**src/rtl/ooo_writeback_arbiter_pkg.sv**
```systemverilog
// Shared OoO types: completion-buffer index width, FU ids and writeback packet.
package ooo_writeback_arbiter_pkg;

    localparam int CB_IDX_W = 4;
    localparam int NUM_FU   = 4;

    typedef enum logic [1:0] {
        AU_WB = 2'd0,
        MU_WB = 2'd1,
        DU_WB = 2'd2,
        LS_WB = 2'd3
    } fu_id_e;

    typedef struct packed {
        fu_id_e              fu;
        logic [CB_IDX_W-1:0] index;
        logic [31:0]         data;
        logic                exception;
    } wb_pkt_t;

endpackage

```
**src/rtl/ooo_writeback_arbiter_rr_picker.sv**
```systemverilog
// Round-robin picker: first requester at or after ptr, wrapping modulo 4.
module ooo_rr_picker
    import ooo_writeback_arbiter_pkg::*;
(
    input  logic [3:0] request,
    input  logic [1:0] ptr,
    output logic [3:0] grant,
    output logic [1:0] id,
    output logic       any
);

    logic [1:0] idx;

    // Scan the four FUs starting at ptr; the first requester wins.
    always_comb begin
        grant = '0;
        id    = '0;
        any   = 1'b0;
        idx   = '0;
        for (int i = 0; i < NUM_FU; i++) begin
            idx = ptr + 2'(i);
            if (!any && request[idx]) begin
                grant[idx] = 1'b1;
                id         = idx;
                any        = 1'b1;
            end
        end
    end

endmodule

```
**src/rtl/ooo_writeback_arbiter.sv**
```systemverilog
// Writeback arbiter: four FUs share one registered slot feeding the
// completion-buffer write port, with round-robin fairness.
module ooo_writeback_arbiter
    import ooo_writeback_arbiter_pkg::*;
#(
    parameter int CB_IDX_W = ooo_writeback_arbiter_pkg::CB_IDX_W
)(
    input  logic                  CLK,
    input  logic                  nRST,
    input  logic [3:0]            req_valid,
    input  logic [4*CB_IDX_W-1:0] req_index,
    input  logic [127:0]          req_data,
    input  logic [3:0]            req_exception,
    output logic [3:0]            req_ready,
    input  logic                  flush,
    input  logic                  wb_ready,
    output logic                  wb_valid,
    output logic [1:0]            wb_fu,
    output logic [CB_IDX_W-1:0]   wb_index,
    output logic [31:0]           wb_data,
    output logic                  wb_exception,
    output logic [3:0]            fu_stall
);

    logic       slot_full;
    logic [1:0] ptr;
    wb_pkt_t    pkt;

    logic [3:0] pick_grant;
    logic [1:0] pick_id;
    logic       pick_any;
    logic       loadable;
    logic       accept;

    ooo_rr_picker u_picker (
        .request (req_valid),
        .ptr     (ptr),
        .grant   (pick_grant),
        .id      (pick_id),
        .any     (pick_any)
    );

    // Reset is folded in so no FU sees an accept while the slot is held in reset.
    assign loadable  = nRST && !flush && (!slot_full || wb_ready);
    assign accept    = loadable && pick_any;
    assign req_ready = loadable ? pick_grant : 4'b0000;
    assign fu_stall  = nRST ? (req_valid & ~req_ready) : 4'b0000;

    // Slot state, contents and round-robin pointer; flush beats drain and load.
    always_ff @(posedge CLK or negedge nRST) begin
        if (!nRST) begin
            slot_full <= 1'b0;
            ptr       <= 2'd0;
            pkt       <= '0;
        end else if (flush) begin
            slot_full <= 1'b0;
        end else if (accept) begin
            slot_full     <= 1'b1;
            ptr           <= pick_id + 2'd1;
            pkt.fu        <= fu_id_e'(pick_id);
            pkt.index     <= req_index[pick_id*CB_IDX_W +: CB_IDX_W];
            pkt.data      <= req_data[pick_id*32 +: 32];
            pkt.exception <= req_exception[pick_id];
        end else if (wb_ready) begin
            slot_full <= 1'b0;
        end
    end

    assign wb_valid     = slot_full;
    assign wb_fu        = pkt.fu;
    assign wb_index     = pkt.index;
    assign wb_data      = pkt.data;
    assign wb_exception = pkt.exception;

endmodule

```
**config.mk**
```make
export PLATFORM = sky130hd
export DESIGN_NAME = ooo_writeback_arbiter
export DESIGN_NICKNAME = d
export VERILOG_FILES = /design/src/rtl/ooo_writeback_arbiter_pkg.sv /design/src/rtl/ooo_writeback_arbiter_rr_picker.sv /design/src/rtl/ooo_writeback_arbiter.sv
export SDC_FILE = /design/constraint.sdc
export NUM_CORES = 1
export LEC_CHECK = 0
export BUFFER_PORTS_ARGS = -buffer_cell sky130_fd_sc_hd__buf_2
export CORE_UTILIZATION = 44
export CTS_BUF_LIST = sky130_fd_sc_hd__clkbuf_16
export CTS_CLUSTER_SIZE = 14
export DETAILED_ROUTE_END_ITERATION = 10
export HOLD_SLACK_MARGIN = 0.08
export PLACE_DENSITY = 0.82
export SLEW_MARGIN = 10
export SYNTH_ARGS = -nofsm -noshare
export SYNTH_HDL_FRONTEND = slang
export SYNTH_SLANG_ARGS = --single-unit
```
**constraint.sdc**
```tcl
create_clock -name CLK -period 3.9 [get_ports CLK]
set_clock_uncertainty 0.1 [all_clocks]
set_input_delay 0.78 -clock CLK [delete_from_list [all_inputs] [get_ports CLK]]
set_output_delay 0.78 -clock CLK [all_outputs]
set_load 0.005 [all_outputs]
```
# Yosys cells after proc, flatten, opt, wreduce, memory -nomap -nowiden
# Index checks and enable logic that the tools add are counted.
# word_totals
out_inout_bits,48
input_bits,156
ff_bits,42
# classes
n_reduce_logical,18
shifts,2
bitwise,6
n_addsub,4
muxes,35
order_cmp,9
# ops
operator,count
128-bit by 8-bit variable part select with 32-bit output,1
4-bit two-way mux,6
1-bit two-way mux,16
16-bit by 5-bit variable part select with 4-bit output,1
"2-bit by 3-bit less-than comparator with 1-bit output, second input constant",5
4-bit bitwise OR,3
1-bit binary-select mux with 2-bit select,5
1-bit logical AND,10
1-bit demux with 2-bit select,4
"2-bit by 1-bit greater-or-equal comparator with 1-bit output, second input constant",4
2-bit two-way mux,4
1-bit zero test,5
"2-bit by 1-bit adder with 2-bit output, second input constant",2
"2-bit adder, second input constant",2
4-bit bitwise AND,1
4-bit inverter,1
3-bit nonzero test,1
2-bit AND reduction,1
1-bit logical OR,1
1-bit inverter,1

# Longest topological paths before layout
# depth
word_depth,16
ltp_mapped,12
ltp_nobuf,8

# Modules after synthesis
# Synthesis repeated with hierarchy kept, for this count alone.
# unflattened
hier_cells,197
hier_area_um2,2965.3
# modules_own_cells
module,seq_area_each_um2,area_per_inst_um2,n_inst,cells_per_inst
ooo_writeback_arbiter,1051.0,2543.7,1,152
ooo_rr_picker,0.0,421.7,1,45

# Worst setup path after synthesis
# OpenSTA, ideal clock, no wires.
# synth_path
kind,reg2out
start,register ptr[0]
end,output fu_stall[0]
path_stages_with_launch,11
t_required_ns,3.020
path_slack_ns,0.585
arrival_time_ns,2.435
path_cell_list,dfrtp_1 buf_6 inv_1 ha_1 clkbuf_1 mux4_2 nor4b_4 a22oi_1 o21ai_0 nor2b_1 nor2_1
# synth_between
elab_chain_cells,16
elab_cells_between_ends,51
# synth_rtl
element,line,text
start: declaration,ooo_writeback_arbiter.sv:26,logic [1:0] ptr;
start signal: assignment,ooo_writeback_arbiter.sv:59,ptr <= pick_id + 2'd1;
"parallel branches: the longest is 11 deep, another holds 2-bit by 3-bit less-than comparator with 1-bit output",n/a,
4-bit two-way mux (*),ooo_writeback_arbiter_rr_picker.sv:22,if (!any && request[idx]) begin
4-bit two-way mux (*),ooo_writeback_arbiter.sv:46,assign req_ready = loadable ? pick_grant : 4'b0000;
named net req_ready[0],ooo_writeback_arbiter.sv:14,"output logic [3:0] req_ready,"
4-bit inverter (*),ooo_writeback_arbiter.sv:47,assign fu_stall = nRST ? (req_valid & ~req_ready) : 4'b0000;
4-bit bitwise AND (*),ooo_writeback_arbiter.sv:47,
4-bit two-way mux (*),ooo_writeback_arbiter.sv:47,
end: declaration,ooo_writeback_arbiter.sv:22,output logic [3:0] fu_stall
# Mark *: on every way through the listed nets, which the timed path passes. The select of a mux whose other input is x is not followed.

# Final worst setup path
# layout_path
start,register ptr[1]
end,output fu_stall[2]
# layout_between
elab_chain_cells,16
elab_cells_between_ends,51
# layout_rtl
element,line
"parallel branches: the longest is 11 deep, another holds 2-bit by 3-bit less-than comparator with 1-bit output",n/a
4-bit two-way mux (*),ooo_writeback_arbiter_rr_picker.sv:22
4-bit two-way mux (*),ooo_writeback_arbiter.sv:46
4-bit inverter (*),ooo_writeback_arbiter.sv:47
4-bit bitwise AND (*),ooo_writeback_arbiter.sv:47
4-bit two-way mux (*),ooo_writeback_arbiter.sv:47
# Mark *: on every way between the ends. The select of a mux whose other input is x is not followed.

==> results.json <==
{
  "reg2reg_to": "wb_data[29]$_DFFE_PN0P_",
  "crit_chain": "inv_1, ha_1, mux4_2, nor4b_4, a22oi_1, o21ai_0, nor2b_1, nor2_1, buf_2",
  "outcome": "complete, no violations",
  "crit_slowest_cell": "dfrtp_2",
  "clock_sinks": 42,
  "hold_depth": 1,
  "synth_flop_cell": "dfrtp_1",
  "clk_pin_slew_ns": 0.06,
  "synth_seq_cells": 42,
  "yosysMostFrequentCell": "dfrtp_1",
  "finalHoldViolCount": 0,
  "track_usage_pct": 24.65,
  "via_per_inst": 5.807,
  "fmax_ghz": 0.2647,
  "max_stage_delay_ns": 0.49,
  "reg2reg_from": "ptr[1]$_DFFE_PN0P_",
  "first_pass_iters": 4,
  "grt_pass1_wl_um": 14810,
  "start_util_pct": 45.63,
  "grt_max_degree": 47,
  "worstHoldStart": "wb_fu[0]$_DFFE_PN0P_",
  "min_path_type": "flop to flop",
  "cts_made_buffers": 5,
  "dr.first_iter.drc_count": 121,
  "critPathBufInv": 2,
  "antenna_found_initial": 0,
  "end_kind": "output pin",
  "synth_top_area_share_pct": 31.76,
  "hold-path-endpoint": "wb_fu[0]$_DFFE_PN0P_",
  "cts_tree": "done",
  "drv_slew": 0,
  "final_layout_size_suffix_gt1_share_pct": 64.11,
  "leakage_nw": 2.174,
  "clock_latency_ns": 0.28,
  "syn_area_um2": 3309,
  "cpLargestDelayFamily": "simple AND/OR/NAND/NOR gates",
  "finalCoreUtilization_pct": 62.08,
  "core_um2": 7253,
  "ys_top_cells_by_area": "dfrtp_1 (32%), o221a_2 (11%), mux2_2 (11%)",
  "setup_ws_ns": 0.1223,
  "period_share_pct": 96.86,
  "crit_start": "ptr[1]$_DFFE_PN0P_",
  "placed_cells": 572,
  "overflow": 0,
  "antenna_left": 0,
  "place_ws_ns": 0.2342,
  "instances_no_fill": 581,
  "period_needed_ns": 3.778,
  "regToRegSetupSlack_ns": 0.40,
  "routabilityCongestion": 0.8195,
  "cp.arrival_ns": 2.90,
  "max_slew_margin_pct": 47.05,
  "async_reset_ff_share_pct": 100.0,
  "peakVddDrop_mv": 0.3473,
  "holdBufCountCts": 0,
  "diodes": 0,
  "dieArea_um2": 7872,
  "num_io_pins": 204,
  "finalNetCount": 645,
  "path_class": "flop to output pin",
  "vias": 3374,
  "finalSetupViolCount": 0,
  "required_ns": 3.02,
  "crit_cells": 9,
  "io_buffers": 203,
  "synth_warnings": 0,
  "ys_types": 40,
  "cp_max_fo": 10,
  "areaGrowthSynthToFinish_pct": 36.07,
  "p_per_area_nw_per_um2": 770.5,
  "startpoint_type": "flop",
  "worst_slew_pin_slew_ns": 0.7914,
  "grt_pass1_vias": 3216,
  "synth_edf_count": 0,
  "clock_path_buffers": 2,
  "r2r_cells": 9,
  "fp-row-count": 31,
  "cts_max_level": 2,
  "yosys-top-cells-count": "dfrtp_1 (42), a211o_1 (37), and3_1 (36)",
  "die_h_um": 88.73,
  "synth.largest_area_cell": "dfrtp_1",
  "avgSynthCellArea_um2": 11.29,
  "yosysSeqAreaShare_pct": 31.76,
  "synth_cells": 293,
  "clockRootBuffer": "clkbuf_16",
  "remaining_drc_errors": 0,
  "cap_violations": 0,
  "drt_wl_total_um": 9936,
  "wl_per_cell_um": 17.10,
  "hpwl_um": 7146,
  "chipWidth_um": 88.73,
  "synth.net_count": 456
}
worst max-delay path by stage:
stage                       end
floorplan           fu_stall[0]
global placement    fu_stall[2]
detailed placement  fu_stall[2]
CTS                 fu_stall[2]
global route        fu_stall[3]
finish              fu_stall[2]
repair_timing:
item / CTS / global route
gates resized for setup: 1 / 0
setup endpoints to repair: 4 / 8
buffers inserted: 0 / 2
pin swaps: 0 / 1
power breakdown:
| group | switching, mW | internal, mW |
|---|---|---|
| Clock | 0.169 | 0.296 |
| Combinational | 1.08 | 1.14 |
| Sequential | 0.133 | 0.653 |
| Total | 1.38 | 2.09 |
registers in the layout, indices dropped and copies added, names as in the netlist:
signal / cells
ptr: 2
wb_index: 4
wb_exception: 1
wb_data: 32
wb_fu: 2
wb_valid: 1
cells by family after synthesis:
group / count (synthesis) / synth area share [%]
simple gates: 66 / 13.04
compound gates: 95 / 27.37
xor+xnor: 1 / 0.2647
fa+ha+maj: 7 / 2.646
flops: 42 / 31.76
buf+inv: 34 / 6.352
mux: 48 / 18.56
worst reg2reg max path: cells and delay by family, from the launching register on:
family	cells	cell delay [ns]
simple gates	3	1.18
buf+inv	3	0.56
mux	1	0.44
fa+ha+maj	1	0.45
compound gates	1	0.21
flops	1	0.49
per-layer routing:
layer | global-route usage, % | vias up | part of all wire, %
met5 | 0 | - | 0
met1 | 28.65 | 1630 | 40
met2 | 44.62 | 170 | 51
li1 | - | 1548 | -
met4 | 9.971 | 0 | 2.7
met3 | 4.478 | 26 | 6.5
area by class of cell:
| class | count | area [um2] |
|---|---|---|
| inverters | 3 | 11.26 |
| fillers | 628 | 2750 |
| clock inverters | 2 | 33.78 |
| flip-flops and latches | 42 | 1052 |
| repair buffers | 213 | 1104 |
| well taps | 99 | 123.9 |
| multi-input cells | 217 | 2053 |
| clock buffers | 5 | 125.1 |
cell usage in the layout (no fill, tap or decap), types with 7 or more instances in the layout:
cell,count
buf_4,9
a22oi_1,8
and3_1,36
buf_2,203
mux2_2,31
mux2_4,9
ha_1,7
a211o_1,37
o221a_2,33
dfrtp_1,41
stage by stage:
| step | total power, mW | hold WS, ns | area, um2 | setup TNS (ns) |
|---|---|---|---|---|
| floorplan | 2.450 | 0.3844 | 3309 | 0 |
| detailed placement | 2.986 | 0.3873 | 4328 | 0 |
| CTS | 3.461 | 0.4012 | 4488 | 0 |
| global placement | 2.894 | 0.3715 | 4328 | 0 |
| finish | 3.470 | 0.3962 | 4503 | 0 |
| global route | 3.689 | 0.4587 | 4503 | -0.01258 |
(Power assumes the default switching activity.)
